### src/rtl/spi_target.sv
// Mode-0 MSB-first SPI target with byte-wide RX/TX FIFOs toward an MMIO host.
// SPI pins are oversampled in the clk domain; clk must run at >= 4x sck.

module spi_target_fifo #(
  parameter int DEPTH = 4
) (
  input  logic       clk,
  input  logic       Rst,
  input  logic [7:0] i_din,
  input  logic       i_push,
  input  logic       i_pop,
  output logic [7:0] o_dout,
  output logic       o_full,
  output logic       o_avail,
  output logic       o_drop
);
  localparam int AW = $clog2(DEPTH);
  localparam logic [AW:0] FULL_CNT = (AW+1)'(DEPTH);

  logic [7:0]    r_mem [DEPTH];
  logic [AW-1:0] r_wr_ptr;
  logic [AW-1:0] r_rd_ptr;
  logic [AW:0]   r_count;
  logic          r_full;
  logic          r_avail;
  logic          w_pop_ok;
  logic          w_push_ok;
  logic [AW:0]   w_count_next;

  // A pop frees the slot in the same cycle, so a full FIFO still accepts a push.
  assign w_pop_ok     = i_pop && (r_count != '0);
  assign w_push_ok    = i_push && ((r_count != FULL_CNT) || w_pop_ok);
  assign w_count_next = r_count + {{AW{1'b0}}, w_push_ok} - {{AW{1'b0}}, w_pop_ok};

  always_ff @(posedge clk) begin
    if (w_push_ok) r_mem[r_wr_ptr] <= i_din;
  end

  always_ff @(posedge clk) begin
    if (Rst) begin
      r_wr_ptr <= '0;
      r_rd_ptr <= '0;
      r_count  <= '0;
      r_full   <= 1'b0;
      r_avail  <= 1'b0;
    end else begin
      if (w_push_ok) r_wr_ptr <= r_wr_ptr + AW'(1);
      if (w_pop_ok)  r_rd_ptr <= r_rd_ptr + AW'(1);
      r_count <= w_count_next;
      r_full  <= (w_count_next == FULL_CNT);
      r_avail <= (w_count_next != '0);
    end
  end

  assign o_dout  = r_avail ? r_mem[r_rd_ptr] : 8'h00;
  assign o_full  = r_full;
  assign o_avail = r_avail;
  assign o_drop  = i_push && !w_push_ok;
endmodule

module spi_target #(
  parameter int         DEPTH = 4,
  parameter logic [7:0] FILL  = 8'hFF
) (
  input  logic       clk,
  input  logic       Rst,
  input  logic       spi_sck,
  input  logic       spi_cs,
  input  logic       spi_mosi,
  output logic       spi_miso,
  output logic       spi_miso_oe,
  input  logic [7:0] tx_din,
  input  logic       tx_wr,
  output logic       tx_full,
  output logic [7:0] rx_dout,
  input  logic       rx_rd,
  output logic       rx_data_avail,
  output logic       tx_underrun,
  output logic       rx_overflow,
  output logic       frame_abort,
  input  logic       clr_flags
);
  typedef enum logic [1:0] {S_IDLE, S_LOAD, S_SHIFT} state_t;

  // Pin samplers carry no reset: after a mid-frame reset with CS still low the
  // history matches the pin, so no phantom cs_fall restarts the abandoned frame.
  logic [2:0] r_meta;
  logic [2:0] r_sync;
  logic [1:0] r_hist;

  always_ff @(posedge clk) begin
    r_meta <= {spi_mosi, spi_cs, spi_sck};
    r_sync <= r_meta;
    r_hist <= r_sync[1:0];
  end

  logic w_sck_rise, w_sck_fall, w_cs_fall, w_cs_rise, w_mosi;
  assign w_sck_rise = r_sync[0] & ~r_hist[0];
  assign w_sck_fall = ~r_sync[0] & r_hist[0];
  assign w_cs_rise  = r_sync[1] & ~r_hist[1];
  assign w_cs_fall  = ~r_sync[1] & r_hist[1];
  assign w_mosi     = r_sync[2];

  logic [7:0] w_tx_dout, w_rx_shift_in;
  logic       w_tx_avail, w_tx_pop, w_tx_drop, w_rx_full, w_rx_push, w_rx_drop;

  spi_target_fifo #(.DEPTH(DEPTH)) u_tx_fifo (
    .clk(clk), .Rst(Rst), .i_din(tx_din), .i_push(tx_wr), .i_pop(w_tx_pop),
    .o_dout(w_tx_dout), .o_full(tx_full), .o_avail(w_tx_avail), .o_drop(w_tx_drop)
  );

  spi_target_fifo #(.DEPTH(DEPTH)) u_rx_fifo (
    .clk(clk), .Rst(Rst), .i_din(w_rx_shift_in), .i_push(w_rx_push), .i_pop(rx_rd),
    .o_dout(rx_dout), .o_full(w_rx_full), .o_avail(rx_data_avail), .o_drop(w_rx_drop)
  );

  logic w_unused_ok;
  assign w_unused_ok = w_tx_drop ^ w_rx_full;

  state_t     r_state, w_state_next;
  logic [3:0] r_count, w_count_next;
  logic [7:0] r_tx_shift, w_tx_shift_next;
  logic [7:0] r_rx_shift, w_rx_shift_next;
  logic       r_fill, w_fill_next;
  logic       w_abort, w_underrun_set;
  logic [7:0] w_load_byte;

  assign w_load_byte   = w_tx_avail ? w_tx_dout : FILL;
  assign w_rx_shift_in = {r_rx_shift[6:0], w_mosi};

  always_ff @(posedge clk) begin
    if (Rst) begin
      r_state    <= S_IDLE;
      r_count    <= 4'd0;
      r_tx_shift <= FILL;
      r_rx_shift <= 8'h00;
      r_fill     <= 1'b0;
    end else begin
      r_state    <= w_state_next;
      r_count    <= w_count_next;
      r_tx_shift <= w_tx_shift_next;
      r_rx_shift <= w_rx_shift_next;
      r_fill     <= w_fill_next;
    end
  end

  always_comb begin
    w_state_next    = r_state;
    w_count_next    = r_count;
    w_tx_shift_next = r_tx_shift;
    w_rx_shift_next = r_rx_shift;
    w_fill_next     = r_fill;
    w_tx_pop        = 1'b0;
    w_rx_push       = 1'b0;
    w_abort         = 1'b0;
    w_underrun_set  = 1'b0;
    spi_miso        = 1'b1;
    spi_miso_oe     = 1'b0;
    case (r_state)
      S_IDLE: begin
        if (w_cs_fall) w_state_next = S_LOAD;
      end
      S_LOAD: begin
        spi_miso_oe     = 1'b1;
        spi_miso        = w_load_byte[7];
        w_tx_pop        = w_tx_avail;
        w_tx_shift_next = w_load_byte;
        w_fill_next     = !w_tx_avail;
        w_count_next    = 4'd0;
        w_state_next    = w_cs_rise ? S_IDLE : S_SHIFT;
      end
      S_SHIFT: begin
        spi_miso_oe = 1'b1;
        spi_miso    = r_tx_shift[7];
        if (w_sck_rise && r_count != 4'd8) begin
          w_rx_shift_next = w_rx_shift_in;
          w_count_next    = r_count + 4'd1;
          // FILL only counts as sent once the master actually clocks it out;
          // the look-ahead load after a frame's last byte is not an underrun.
          if (r_count == 4'd0 && r_fill) w_underrun_set = 1'b1;
          if (r_count == 4'd7) w_rx_push = 1'b1;
        end else if (w_sck_fall) begin
          if (r_count == 4'd8) begin
            w_state_next = S_LOAD;
            w_count_next = 4'd0;
          end else if (r_count != 4'd0) begin
            w_tx_shift_next = {r_tx_shift[6:0], 1'b0};
          end
        end
        if (w_cs_rise) begin
          w_state_next = S_IDLE;
          if (w_count_next != 4'd0 && w_count_next != 4'd8) w_abort = 1'b1;
        end
      end
      default: w_state_next = S_IDLE;
    endcase
  end

  logic r_tx_underrun, r_rx_overflow, r_frame_abort;

  always_ff @(posedge clk) begin
    if (Rst) begin
      r_tx_underrun <= 1'b0;
      r_rx_overflow <= 1'b0;
      r_frame_abort <= 1'b0;
    end else begin
      r_tx_underrun <= clr_flags ? 1'b0 : (r_tx_underrun | w_underrun_set);
      r_rx_overflow <= clr_flags ? 1'b0 : (r_rx_overflow | w_rx_drop);
      r_frame_abort <= w_abort;
    end
  end

  assign tx_underrun = r_tx_underrun;
  assign rx_overflow = r_rx_overflow;
  assign frame_abort = r_frame_abort;
endmodule

### config.mk
export PLATFORM = sky130hd
export DESIGN_NAME = spi_target
export DESIGN_NICKNAME = d
export VERILOG_FILES = /design/src/rtl/spi_target.sv
export SDC_FILE = /design/constraint.sdc
export NUM_CORES = 1
export LEC_CHECK = 0
export ABC_AREA = 1
export BUFFER_PORTS_ARGS = -buffer_cell sky130_fd_sc_hd__buf_2
export CAP_MARGIN = 20
export CELL_PAD_IN_SITES_DETAIL_PLACEMENT = 0
export CELL_PAD_IN_SITES_GLOBAL_PLACEMENT = 1
export CORE_MARGIN = 2
export CORE_UTILIZATION = 47
export CTS_CLUSTER_SIZE = 25
export DETAILED_ROUTE_END_ITERATION = 6
export PLACE_DENSITY_LB_ADDON = 0.1
export SYNTH_ARGS = -nofsm -noshare
export SYNTH_HDL_FRONTEND = slang
export SYNTH_SLANG_ARGS = --single-unit
export TNS_END_PERCENT = 50
### constraint.sdc
create_clock -name clk -period 3 [get_ports clk]
set_clock_uncertainty 0.15 [all_clocks]
set_input_delay 0 -clock clk [delete_from_list [all_inputs] [get_ports clk]]
set_output_delay 0 -clock clk [all_outputs]
set_load 0.05 [all_outputs]
== Yosys cells after proc, flatten, opt, wreduce, memory -nomap -nowiden ==
Memories as Yosys holds them, arrays and structs flattened. A register that Yosys moved wholly into a read port is not among the register bits.
Cells that the tools add are included.
Storage, ports and cells
  memories: 2
  input port bits: 16
  word-level logic and storage cells: 124
  bits in registers: 50
  RAM bits: 64
Cells by class
  muxes and demuxes: 37
  reductions and logical operators: 27
  add/subtract/negate cells: 9
  bitwise operators: 12
  equal/unequal tests: 17
Memories
  u_rx_fifo.r_mem: depth 4, bits a word 8, rd ports 1, clocked after memory_dff 1, write ports 1, line 20  | logic [7:0] r_mem [DEPTH];
  u_tx_fifo.r_mem: depth 4, bits a word 8, rd ports 1, clocked after memory_dff 1, write ports 1, line 20
Operators by type and width (number)
  $mux W8: 6
  $mux W2: 10
  $mux W4: 4
  $pmux W8 S2: 1
  $ne A3 B3 Y1 const B: 5
  $mux W1: 13
  $reduce_bool A3 Y1: 4
  $ne A2 B2 Y1 const B: 5
  $add A2 B1 Y2 const B: 4
  $logic_and A1 B1 Y1: 8
  $ne A4 B4 Y1 const B: 2
  $pmux W4 S2: 1
  $reduce_bool A4 Y1: 2
  $add A3 B1 Y3: 2
  $not A1 Y1: 6
  $pmux W2 S3: 1
  $sub A3 B1 Y3: 2
  $reduce_and A5 Y1: 1
  $add A4 B1 Y4 const B: 1
  $and A1 B1 Y1: 4
  $eq A4 B3 Y1 const B: 1
  $eq A4 B4 Y1 const B: 1
  $logic_not A4 Y1: 1
  $reduce_and A4 Y1: 1
  12 further kinds: 16

== Depth between registers and ports, before layout ==
  word-level depth: 9
  gate-level depth with buffers: 13
  depth with buffers taken out: 13

== By module ==
A second synthesis with hierarchy kept.
Unflattened totals
  cell total of the unflattened synthesis: 557
  area total of the unflattened synthesis: 5158.7 um2
Modules (own cells, without submodules)
  spi_target_fifo at u_rx_fifo: instances 1, cells each 175, area an instance 1814.2 um2
  spi_target_fifo at u_tx_fifo: instances 1, cells each 176, area an instance 1814.2 um2
  spi_target: instances 1, cells each 206, area an instance 1530.2 um2

== Worst setup path before layout ==
No wires, ideal clock.
  path type: register to register
  start point: register r_state[1]
  end point: register u_tx_fifo.r_avail (netlist: u_tx_fifo.o_avail)
  library setup time: 116 ps
  slack: 679 ps
  required time: 2734 ps
  arrival: 2055 ps
  path buffers: 0
  cell stages (with the launch flop): 13
  clock period less this slack: 2321 ps
  cells stage by stage: dfxtp_1 > inv_1 > ha_1 > nand2_1 > a21oi_1 > ha_1 > inv_1 > ha_1 > inv_1 > fa_1 > xor2_1 > nand2_1 > nand2_1
Between the ends
  longest elaborated chain between the ends: 8
Ends and longest elaborated chain
  from (decl): line 120  | state_t r_state, w_state_next;
  from (signal assigned): line 139  | r_state <= w_state_next;
  $eq A2 B1 Y1 (*): line 159  | case (r_state)
  $mux W1 (*): line 159
  $logic_and A1 B1 Y1 (*): line 31  | assign w_pop_ok = i_pop && (r_count != '0);
  $logic_or A1 B1 Y1: line 32  | assign w_push_ok = i_push && ((r_count != FULL_CNT) || w_pop_ok);
  $logic_and A1 B1 Y1: line 32
  $add A3 B1 Y3: line 33  | assign w_count_next = r_count + {{AW{1'b0}}, w_push_ok} - {{AW{1'b0}}, w_pop_ok};
  $sub A3 B1 Y3 (*): line 33
  $reduce_bool A3 Y1 (*): line 51  | r_avail <= (w_count_next != '0);
  to (signal assigned): line 51
  to (decl): line 25  | logic r_avail;
Every way passes the cells marked *; elsewhere a longest branch is shown, timed or not.
A chain may end at the register's enable or synchronous reset.

== Worst setup path in the final report ==
Ends and elaborated chain as after synthesis.

==> results.md <==
| Parameter | Value |
|---|---|
| Area of the mapped netlist | 4980 sq um |
| Sw Share | 29.34% |
| Overall fraction of global-route tracks in use | 18.97% |
| Maximum number of pins on one net before global-route repair | 22 |
| Total negative slack | 0 ns |
| Kind of end point of the critical path | register |
| Register bit count reported by yosys | 118 |
| Number of vias per cell | 4.871 |
| Via total after detailed routing | 3556 |
| Start-to-end type of the worst setup path | reg -> reg |
| Layout Area Growth over Synthesis | 24.17% |
| Number of enable-type register cells in the synthesized netlist | 64 |
| Peak VDD IR | 0.0005019 V |
| Maximum fanout along the worst path | 5 |
| Combinational share of power | 21.0% |
| Sequential cell fraction of total power | 36.1% |
| Maximum level of the CTS H-tree | 4 |
| Total DRC errors in the routed layout | 0 |
| Most congested layer reported by global routing | met2 |
| Height of the chip | 106.9 um |
| Fraction of the mapped netlist area in compound gates | 8.794% |
| Cell with the most instances on the worst path | nand2_1 |
| Post-Synthesis Mean Instance Area | 9.613 sq um |
| Post-Synth Simple-Gate Area | 18.69% |
| Achievable frequency | 391.5 MHz |
| Max-Cap Viols | 0 |
| Area share of xor/xnor cells in the synthesized design | 0.5276% |
| Remaining Overflow, GRT | 0 |
| Unrepaired setup endpoints after global routing | no |
| Adder-cell area share of the yosys netlist | 5.327% |
| CTS Root Buffer Type | clkbuf_8 |
| Ordered list of cells on the worst path | inv_1, ha_1, nand2_1, a21oi_1, ha_1, inv_1, ha_1, inv_1, fa_1, nand2_1, nand2_1, nand2_1 |
| Vias in the first global route | 3543 |
| Post-synthesis sequential area ratio | 60.30% |
| Die width | 106.9 um |
| Distinct cells, synth | 30 |
| First-pass GRT wire length | 16.44 mm |
| Total leakage power | 2.549 nW |
| Synth Flop Type | edfxtp_1 |
| Met2 usage | 32.98% |
| Async set or reset register ratio after synthesis | 0% |
| Internal power summed over all cells | 3.902 mW |
| Largest family of logic cells by synthesized area | simple AND/OR/NAND/NOR gates |
| Type of the tightest min-delay check | in -> reg |
| Worst Path Arrival | 2.81 ns |
| Syn nets | 554 |
| Fraction of final layout cells with drive strength greater than 1 | 14.14% |
| Initial core utilization | 48.24% |
| Post-CTS clock slew at the launch and capture registers of the worst setup and hold paths | 0.05 ns |
| Maximum root-to-sink buffer count | 2 |
| Count of buffers inserted at the top-level ports | 30 |
| Post-route antenna net violation count | 0 |
| I/O pins | 31 |
| Clock Power Share | 42.9% |
| Minimum setup slack after placement | 0.4453 ns |
| Clock latency at the later pin of the worst-skew pair | 0.52 ns |
| First-pass iteration count of the detailed router | 4 |
| Grt met1 use | 22.18% |
| Clock tree from TritonCTS | built |
| Relative slew margins | 51.78% |
| Post-cts gate resize count | 0 |
| Clock sink count | 118 |
| Final slew viol count | 0 |
| Yosys Warn Count | 0 |
| Startpoint class of the critical path | register |
| Routed wire per std cell | 13.25 um |
| Power density relative to cell area | 893.1 nW/um^2 |
| Portion of netlist area occupied by mux cells | 0% |
| Count of routing violations after the opening detailed-route iteration | 167 |
| Minimum setup slack in the final design | 0.4455 ns |
| Time the worst path needs with I/O delays and setup | 2.555 ns |
| Hpwl dp | 6.399 mm |
| NumNets Final | 617 |
| Number of antenna violations at the first check in global routing | 0 |
| Total clock buffers created by CTS | 17 |
| Final RePlAce weighted congestion | 0.7390 |
| Final period utilization | 85.15% |
| Worst-Margin Slew | 0.7206 ns |
| Outcome | complete, no violations |
| # setup viols final | 0 |
| Slowest cell on the critical path | fa_1 |
| Synthesized netlist cell count | 518 |
| Routing usage on met3 | 4.802% |
| Fin. Hold Viols | 0 |
| Core Area | 10320 sq um |
| Num rows | 37 |
| ANT cells | 0 |
| Die area | 11440 sq um |
| Sw power | 1.620 mW |
| Total wire length after detailed routing | 9.671 mm |
| Largest incremental delay on the critical path | 0.51 ns |
| Required arrival time at the worst endpoint | 3.26 ns |
==> kinds of logic (layout without fill, tap and decap cells) <==
group,Yosys count,after routing
AO/OA/AOI/OAI,80,80
flip-flops,118,118
AND/OR/NAND/NOR,220,220
adder cells (fa/ha/maj),20,20
buffers and inverters,77,153
XOR/XNOR,3,3
==> Yosys cell counts, types with 3 or more instances <==
master / count / share of area, %
inv_1: 57 / 4.3
nand2_1: 89 / 6.7
nand4_1: 3 / 0.38
inv_2: 4 / 0.30
clkbuf_1: 8 / 0.60
a21oi_1: 33 / 3.3
dfxtp_1: 54 / 22
o21ai_0: 37 / 3.7
nor2_1: 80 / 6.0
o211ai_1: 7 / 1.1
edfxtp_1: 64 / 39
buf_2: 4 / 0.40
ha_1: 18 / 4.5
nand3_1: 35 / 3.5
xor2_1: 3 / 0.53
==> flip-flops by register name, summed over array words and instances, names as in the netlist, 2 cells and up, named ones only <==
name,cells
u_rx_fifo.r_mem,32
u_tx_fifo.r_mem,32
r_tx_shift,8
r_rx_shift,7
r_count,4
r_meta,3
r_sync,3
u_rx_fifo.r_count,3
u_tx_fifo.r_count,3
r_hist,2
r_state,2
u_rx_fifo.r_rd_ptr,2
u_rx_fifo.r_wr_ptr,2
u_tx_fifo.r_rd_ptr,2
u_tx_fifo.r_wr_ptr,2
==> final timing paths <==
| path | startpoint | cells past startpoint | endpoint | slack [ns] |
|---|---|---|---|---|
| setup / recovery | r_state[1] | 12 | u_tx_fifo.o_avail | 0.45 |
| hold / removal | tx_din[3] | 2 | u_tx_fifo.r_mem[2][3] | 0.08 |
| setup reg to reg | r_state[1] | 12 | u_tx_fifo.o_avail | 0.45 |
| hold reg to reg | r_meta[2] | 0 | r_sync[2] | 0.18 |
==> placed cells by master (no fill, tap or decap), types with 2 or more instances in the layout <==
cell type / n
nand2_1: 89
nor2_1: 80
edfxtp_1: 64
inv_1: 57
dfxtp_1: 54
o21ai_0: 37
nand3_1: 35
a21oi_1: 33
buf_2: 30
dlygate4sd3_1: 20
ha_1: 18
clkbuf_16: 16
buf_4: 10
bufinv_16: 8
o211ai_1: 7
inv_2: 4
nand4_1: 3
xor2_1: 3
clkinv_1: 3
nor3_1: 2
nor2_4: 2
nand2_2: 2
nor2_2: 2
fa_1: 2
clkinv_4: 2
==> repair_timing <==
action | CTS | global route
endpoints found under the hold margin | 64 | 0
buffers inserted | 0 | 0
hold buffers | 20 | 0
==> area by class of cell <==
type | instances | area, sq um
clock inverter | 15 | 281.5
timing repair buffer | 60 | 425.4
tap | 136 | 170.2
clock buffer | 17 | 414.1
sequential | 118 | 3003
fill | 888 | 4140
inverter | 61 | 229.0
multi-input combinational | 323 | 1660
==> worst max-delay path, delay by kind of cell, from the launching register on <==
| family | cells | cell delay [ns] |
|---|---|---|
| AOI/OAI and AO/OA | 1 | 0.28 |
| adders and majority gates | 4 | 1.20 |
| buffers and inverters | 3 | 0.21 |
| DFF | 1 | 0.34 |
| and+or+nand+nor | 4 | 0.29 |
==> metrics by stage <==
| stage | utilization, % | cells | hold WS, ns | area [sq um] | total power, mW |
|---|---|---|---|---|---|
| 3_5_place_dp | 51.22 | 678 | -0.04514 | 5288 | 3.180 |
| 6_report | 59.90 | 730 | 0.08091 | 6183 | 5.522 |
| 3_3_place_gp | 51.22 | 678 | -0.04727 | 5288 | 3.160 |
| 2_1_floorplan | - | 518 | -0.1223 | 4980 | 2.922 |
| 5_1_grt | 59.90 | 730 | 0.08227 | 6183 | 5.824 |
| 4_1_cts | 59.90 | 730 | 0.05894 | 6183 | 5.577 |
==> per-layer routing <==
metal | vias to the layer above | part of all wire (%)
li1 | 1840 | -
met2 | 59 | 51
met3 | 15 | 3.8
met4 | 0 | 1.5
met1 | 1642 | 44
met5 | - | 0
==> power groups by stage <==
stage               Combinational [mW]  Sequential, mW  Clock [mW]
floorplan                        0.907            2.01           0
global placement                  1.14            2.02           0
detailed placement                1.15            2.03           0
CTS                               1.18            2.00        2.40
global route                      1.33            2.02        2.47
finish                            1.16            1.99        2.37
(Power assumes the default switching activity.)
